### src/rtl/ctrl_pkg.sv
// Shared encodings for the control pipeline: opcodes, immediate and result
// selects, ALU operations, the per-stage control bundle and the div FSM states.
package ctrl_pkg;

    localparam logic [6:0] OP_LW  = 7'b0000011;
    localparam logic [6:0] OP_SW  = 7'b0100011;
    localparam logic [6:0] OP_R   = 7'b0110011;
    localparam logic [6:0] OP_I   = 7'b0010011;
    localparam logic [6:0] OP_BR  = 7'b1100011;
    localparam logic [6:0] OP_JAL = 7'b1101111;
    localparam logic [6:0] OP_LUI = 7'b0110111;

    localparam logic [6:0] F7_BASE = 7'b0000000;
    localparam logic [6:0] F7_SUB  = 7'b0100000;
    localparam logic [6:0] F7_MEXT = 7'b0000001;

    typedef enum logic [2:0] {
        IMM_I = 3'b000,
        IMM_S = 3'b001,
        IMM_B = 3'b010,
        IMM_J = 3'b011,
        IMM_U = 3'b100
    } imm_src_e;

    typedef enum logic [1:0] {
        RES_ALU = 2'b00,
        RES_MEM = 2'b01,
        RES_PC4 = 2'b10,
        RES_IMM = 2'b11
    } res_src_e;

    localparam logic [3:0] ALU_ADD = 4'b0000;
    localparam logic [3:0] ALU_SUB = 4'b0001;
    localparam logic [3:0] ALU_AND = 4'b0010;
    localparam logic [3:0] ALU_OR  = 4'b0011;
    localparam logic [3:0] ALU_SLT = 4'b0101;

    typedef struct packed {
        logic       reg_write;
        logic       mem_write;
        logic       branch;
        logic       jump;
        logic       alu_src;
        res_src_e   result_src;
        logic [3:0] alu_ctrl;
        logic [2:0] funct3;
    } ctrl_t;

    typedef enum logic {
        DIV_IDLE = 1'b0,
        DIV_BUSY = 1'b1
    } div_state_e;

    // Returns {supported, alu_code} for the base integer funct3 set.
    function automatic logic [4:0] alu_base(
        input logic [2:0] f3,
        input logic       sub
    );
        logic [4:0] r;
        case (f3)
            3'b000:  r = {1'b1, sub ? ALU_SUB : ALU_ADD};
            3'b010:  r = {1'b1, ALU_SLT};
            3'b110:  r = {1'b1, ALU_OR};
            3'b111:  r = {1'b1, ALU_AND};
            default: r = {1'b0, ALU_ADD};
        endcase
        return r;
    endfunction

endpackage

### src/rtl/ctrl_decode.sv
// Combinational D-stage decoder: instruction -> control bundle.
// Ports: instr_i in; ctrl_o, imm_src_o, illegal_o out.
module ctrl_decode
    import ctrl_pkg::*;
#(
    parameter bit MEXT_EN = 1'b0
) (
    input  logic [31:0] instr_i,
    output ctrl_t       ctrl_o,
    output imm_src_e    imm_src_o,
    output logic        illegal_o
);

    logic [6:0] op;
    logic [6:0] f7;
    logic [2:0] f3;
    logic [4:0] alu_r;
    logic [4:0] alu_i;
    logic       unused_bits;

    assign op    = instr_i[6:0];
    assign f3    = instr_i[14:12];
    assign f7    = instr_i[31:25];
    assign alu_r = alu_base(f3, f7[5]);
    assign alu_i = alu_base(f3, 1'b0);

    // Register fields are not needed for control.
    assign unused_bits = ^{instr_i[24:15], instr_i[11:7]};

    ctrl_t    c;
    imm_src_e imm;
    logic     ill;

    always_comb begin
        c        = '0;
        imm      = IMM_I;
        ill      = 1'b0;
        c.funct3 = f3;
        case (op)
            OP_LW: begin
                c.reg_write  = 1'b1;
                c.alu_src    = 1'b1;
                c.result_src = RES_MEM;
            end
            OP_SW: begin
                c.mem_write = 1'b1;
                c.alu_src   = 1'b1;
                imm         = IMM_S;
            end
            OP_R: begin
                c.reg_write = 1'b1;
                if (f7 == F7_MEXT) begin
                    if (MEXT_EN) c.alu_ctrl = {1'b1, f3};
                    else         ill = 1'b1;
                end else if (f7 != F7_BASE && f7 != F7_SUB) begin
                    ill = 1'b1;
                end else begin
                    c.alu_ctrl = alu_r[3:0];
                    ill        = ~alu_r[4];
                end
            end
            OP_I: begin
                c.reg_write = 1'b1;
                c.alu_src   = 1'b1;
                c.alu_ctrl  = alu_i[3:0];
                ill         = ~alu_i[4];
            end
            OP_BR: begin
                c.branch   = 1'b1;
                c.alu_ctrl = ALU_SUB;
                imm        = IMM_B;
            end
            OP_JAL: begin
                c.reg_write  = 1'b1;
                c.jump       = 1'b1;
                c.result_src = RES_PC4;
                imm          = IMM_J;
            end
            OP_LUI: begin
                c.reg_write  = 1'b1;
                c.alu_src    = 1'b1;
                c.result_src = RES_IMM;
                imm          = IMM_U;
            end
            default: ill = 1'b1;
        endcase
        // Unsupported encodings must not change architectural state.
        if (ill) begin
            c.reg_write = 1'b0;
            c.mem_write = 1'b0;
            c.branch    = 1'b0;
            c.jump      = 1'b0;
        end
    end

    assign ctrl_o    = c;
    assign imm_src_o = imm;
    assign illegal_o = ill;

endmodule

### src/rtl/pipe_ctrl_gen.sv
// Control pipeline D->E->M->W with a multi-cycle div/rem hold in E.
// Ports: clk, reset (async low), hazard inputs, InstrD; staged controls out.
module pipe_ctrl_gen
    import ctrl_pkg::*;
#(
    parameter bit MEXT_EN    = 1'b0,
    parameter int ALU_CTRL_W = 3,
    parameter int DIV_LAT    = 4
) (
    input  logic                  clk,
    input  logic                  reset,
    input  logic                  FlushE,
    input  logic                  StallE,
    input  logic                  branch_taken,
    input  logic [31:0]           InstrD,
    output logic [2:0]            ImmSrcD,
    output logic                  IllegalD,
    output logic                  ALUSrcE,
    output logic                  PCSrcE,
    output logic [1:0]            ResultSrcE,
    output logic [ALU_CTRL_W-1:0] ALUControlE,
    output logic [2:0]            functE,
    output logic [2:0]            functM,
    output logic                  BusyE,
    output logic                  MemWriteM,
    output logic                  RegWriteM,
    output logic                  RegWriteW,
    output logic [1:0]            ResultSrcW
);

    localparam logic [4:0] CNT_LOAD = 5'(DIV_LAT - 1);

    ctrl_t      ctrl_d;
    imm_src_e   imm_d;
    ctrl_t      e_q;
    logic       m_rw_q;
    logic       m_mw_q;
    logic [1:0] m_rs_q;
    logic [2:0] m_f3_q;
    logic       w_rw_q;
    logic [1:0] w_rs_q;
    div_state_e state_q;
    logic [4:0] cnt_q;
    logic       div_e;
    logic       hold;

    ctrl_decode #(
        .MEXT_EN (MEXT_EN)
    ) u_dec (
        .instr_i   (InstrD),
        .ctrl_o    (ctrl_d),
        .imm_src_o (imm_d),
        .illegal_o (IllegalD)
    );

    assign ImmSrcD = imm_d;

    assign div_e = e_q.alu_ctrl[3] & e_q.funct3[2];

    // Busy covers the entry cycle plus all BUSY cycles but the last,
    // giving DIV_LAT-1 held cycles and DIV_LAT cycles in E.
    assign BusyE = (state_q == DIV_IDLE && div_e)
                || (state_q == DIV_BUSY && cnt_q != 5'd1);
    assign hold  = StallE | BusyE;

    always_ff @(posedge clk or negedge reset) begin
        if (!reset) begin
            state_q <= DIV_IDLE;
            cnt_q   <= '0;
        end else if (FlushE) begin
            state_q <= DIV_IDLE;
            cnt_q   <= '0;
        end else begin
            case (state_q)
                DIV_IDLE: begin
                    if (div_e) begin
                        state_q <= DIV_BUSY;
                        cnt_q   <= CNT_LOAD;
                    end
                end
                DIV_BUSY: begin
                    // Stay parked at 1 while stalled so the op is not
                    // re-launched when the FSM would see it again in IDLE.
                    if (cnt_q == 5'd1) begin
                        if (!StallE) state_q <= DIV_IDLE;
                    end else begin
                        cnt_q <= cnt_q - 5'd1;
                    end
                end
                default: state_q <= DIV_IDLE;
            endcase
        end
    end

    always_ff @(posedge clk or negedge reset) begin
        if (!reset) begin
            e_q    <= '0;
            m_rw_q <= 1'b0;
            m_mw_q <= 1'b0;
            m_rs_q <= '0;
            m_f3_q <= '0;
            w_rw_q <= 1'b0;
            w_rs_q <= '0;
        end else begin
            if (FlushE)     e_q <= '0;
            else if (!hold) e_q <= ctrl_d;
            if (hold) begin
                m_rw_q <= 1'b0;
                m_mw_q <= 1'b0;
                m_rs_q <= '0;
                m_f3_q <= '0;
            end else begin
                m_rw_q <= e_q.reg_write;
                m_mw_q <= e_q.mem_write;
                m_rs_q <= e_q.result_src;
                m_f3_q <= e_q.funct3;
            end
            w_rw_q <= m_rw_q;
            w_rs_q <= m_rs_q;
        end
    end

    assign ALUSrcE     = e_q.alu_src;
    assign PCSrcE      = (e_q.branch & branch_taken) | e_q.jump;
    assign ResultSrcE  = e_q.result_src;
    assign ALUControlE = e_q.alu_ctrl[ALU_CTRL_W-1:0];
    assign functE      = e_q.funct3;
    assign functM      = m_f3_q;
    assign MemWriteM   = m_mw_q;
    assign RegWriteM   = m_rw_q;
    assign RegWriteW   = w_rw_q;
    assign ResultSrcW  = w_rs_q;

endmodule

### config.mk
export PLATFORM = sky130hd
export DESIGN_NAME = pipe_ctrl_gen
export DESIGN_NICKNAME = d
export VERILOG_FILES = /design/src/rtl/ctrl_pkg.sv /design/src/rtl/ctrl_decode.sv /design/src/rtl/pipe_ctrl_gen.sv
export SDC_FILE = /design/constraint.sdc
export NUM_CORES = 1
export LEC_CHECK = 0
export ABC_AREA = 1
export CAP_MARGIN = 20
export CORE_ASPECT_RATIO = 0.75
export CORE_MARGIN = 1.5
export CORE_UTILIZATION = 39
export DETAILED_ROUTE_END_ITERATION = 6
export GPL_ROUTABILITY_DRIVEN = 0
export MAX_ROUTING_LAYER = met4
export PLACE_DENSITY_LB_ADDON = 0.2
export SLEW_MARGIN = 15
export SYNTH_ARGS = -nofsm -noshare
export SYNTH_HDL_FRONTEND = slang
export SYNTH_SLANG_ARGS = --single-unit
### constraint.sdc
create_clock -name clk -period 1.35 [get_ports clk]
set_clock_uncertainty 0.05 [all_clocks]
set_input_delay 0.135 -clock clk [delete_from_list [all_inputs] [get_ports clk]]
set_output_delay 0.135 -clock clk [all_outputs]
set_load 0.01 [all_outputs]
==> flow_summary.toml, run 1 <==
[run_status]
status = "complete, but fails checks"
failed_checks = "setup timing"

[synthesis]
synth_simple_gate_area_frac = 0.306
yosys.area.top_type_share = 0.470
synth_xor_xnor_area_share = 0
ys_ff_latch = 29
synthAdderAreaFrac = 0.0162
ys.flop_type = "dfrtp_1"
syn-instance-count = 195
synth_top_family_by_area = "simple AND/OR/NAND/NOR gates"
synthesis.area_sq_um = 1550
ys_seq_area_frac = 0.470
syn_avg_cell_area_sq_um = 7.92
yosysTopAreaCell = "dfrtp_1"
yosysWarnings = 0
yosysMostFrequentCell = "nand2_1"
synth_compound_area_frac = 0.0915
synthMuxAreaShare = 0
synth_nets = 234
ys_async_sr_fraction = 1.00
synthTopCellsByCount = "43 x nand2_1, 29 x dfrtp_1, 27 x inv_1"
synth_edf_count = 0
synth.distinct_cells = 20
ys_top_cells_by_area = "dfrtp_1 47%, nand2_1 10%, inv_1 6.6%"

[clock_network]
hold_buffers = 0
cts_root_buf = "clkbuf_8"
cts.sinks = 29
cts_tree = "built"
cts_buffers = 5
clk_latency_ns = 0.27
clk_pin_slew_ns = 0.06
htree_levels = 2
clk_path_buf_depth = 2

[setup_path]
cp_top_family = "flip-flops"
end_kind = "flip-flop"
crit_path_cell_trace = "ha_4 > inv_2 > nor2_4 > nand2_2 > nand2_4 > buf_6 > buf_12 > nor2_4 > a21oi_2 > o21a_1"
slowest_stage = "dfrtp_1"
critPathMaxStageDelay_ns = 0.41
crit_path_start_kind = "flip-flop"
crit_fanout = 4
cp.depth = 10
crit_type = "reg -> reg"
reg2regPathDepth = 10
path_buf_inv = 3
crit_arrival_ns = 1.61
worstPathRequired_ns = 1.46
cpMostUsedCell = "nor2_4"

[placed_design]
post-place-ws_ns = -0.668
placed_area_sq_um = 2310
dp_hpwl_mm = 2.73
dp_cells = 321
portBuffers = 44

[layout]
area_delta_synth_final_pct = 82.6
final_nets = 331
antenna_cells = 0
fillers = 261
post-route-cell-area_sq_um = 2820
stdcell_count = 345
drive_above_1_share = 0.461

[sta]
drv_slew = 0
setup_ws_ns = -0.151
finalHoldViolations = 0
max_slew_margin = 0.724
rsz0062_at_grt = "true"
hold_ws_ns = 0.169
setup_viol = 27
max_clock_freq_mhz = 666
min_period_over_period = 1.11
finalCriticalPeriod_ns = 1.50
worst_pin_slew_ns = 0.414

[grt]
antenna_found_initial = 0
track_usage = 0.208
grt_max_degree = 30
grt_pass1_vias = 1487
grt_pass1_wl_mm = 6.61
overflow = 0

[power]
p_total_mw = 2.16
p_leak_nw = 1.58
power_density_nw_per_um2 = 765
peakVddDrop_mv = 0.587

[flow_run]
drv_cap = 0

[routing]
drt_first_pass_iters = 4
drt_wl_total_mm = 4.33
drtIter0Drc = 98
ant_nets = 0
wl_per_cell_um = 12.5
viasPerCell = 4.67
vias = 1610
drc = 0

[die]
rows = 19
io_pins = 60
die-area_sq_um = 4350
fp.dieW_um = 75.7
die_h_um = 57.5
core_sq_um = 3730
initial_core_util = 0.414

[worst_hold_path]
min_path_type = "in -> async"
-- power by group --
| group | internal [mW] | switching [mW] |
|---|---|---|
| registers | 0.883 | 0.00930 |
| clock network | 0.601 | 0.322 |
| logic | 0.162 | 0.180 |
| total | 1.65 | 0.512 |
-- cell families after synthesis --
| kind of cell | count (synthesis) |
|---|---|
| flip-flops | 29 |
| adder cells (fa/ha/maj) | 2 |
| AND/OR/NAND/NOR | 99 |
| buffers and inverters | 40 |
| AO/OA/AOI/OAI | 25 |
-- final cells by class --
type | count | area [sq um] | share of cell area
Clock inverter | 1 | 30.0 | 0.0106
Sequential cell | 29 | 726 | 0.257
Multi-Input combinational cell | 126 | 890 | 0.315
Clock buffer | 7 | 86.3 | 0.0306
Timing Repair Buffer | 98 | 895 | 0.317
Tap cell | 52 | 65.1 | 0.0231
Inverter | 32 | 130 | 0.0461
-- routing by layer --
| layer | vias to the layer above | part of all wire | wire [um] | track usage |
|---|---|---|---|---|
| met5 | - | 0 | 0 | - |
| met1 | 739 | 0.47 | 2020 | 0.287 |
| li1 | 808 | - | - | - |
| met3 | 6 | 0.047 | 205 | 0.0459 |
| met4 | 0 | 0.0065 | 28 | 0.0638 |
| met2 | 57 | 0.48 | 2070 | 0.306 |
-- cell usage in the layout, fill, tap and decap left out, types with 6 or more instances in the layout --
cell type        netlist  routed
buf_4                  8      49
clkbuf_8               0       6
clkdlybuf4s50_1        0      11
dfrtp_1               29      29
dlygate4sd2_1          0       8
dlymetal6s2s_1         0      14
inv_1                 27      21
inv_2                  5       8
nand2_1               43      35
nand2_2                6      10
nand3_1               12      10
nor2_1                24       9
nor2_2                 5       8
nor2_4                 2      14
-- repair_timing --
item | 4_1_cts | 5_1_grt
cloned | 0 | 0
gates resized for setup | 72 | 58
pin swaps | 15 | 16
buffers inserted | 13 | 4
endpoints found under the setup margin | 36 | 38
-- sequential cells by signal, indices dropped and copies added (netlist names), 2 cells and up --
name and flops:
m_rs_q 2, functE 3, functM 3, ALUControlE 3
ResultSrcW 2, ResultSrcE 2, cnt_q 5, e_q 4
-- metrics by stage --
step | utilization | setup TNS (ns)
floorplan | - | -0.100
global placement | 0.620 | -5.10
detailed placement | 0.620 | -5.69
CTS | 0.703 | -0.815
global route | 0.756 | -4.13
finish | 0.756 | -2.44
-- worst paths after layout --
| check | from | to | slack [ns] |
|---|---|---|---|
| max in group asynchronous | reset | functE[1] | 0.92 |
| worst min register to register | m_rs_q[1] | ResultSrcW[1] | 0.30 |
| worst min-delay path | reset | ResultSrcW[1] | 0.17 |
| worst max-delay path | cnt_q[0] | cnt_q[3] | -0.15 |
| worst max register to register | cnt_q[0] | cnt_q[3] | -0.15 |
| min in group clk | InstrD[14] | ALUControlE[2] | 0.22 |
Note: power is estimated with default switching activity, not from simulation.
==> run 2, diff against run 1 <==
- HOLD_SLACK_MARGIN: unset -> 0.03
==> results of run 2 <==
The final DEF is identical to that of run 1; final timing and power are the same.
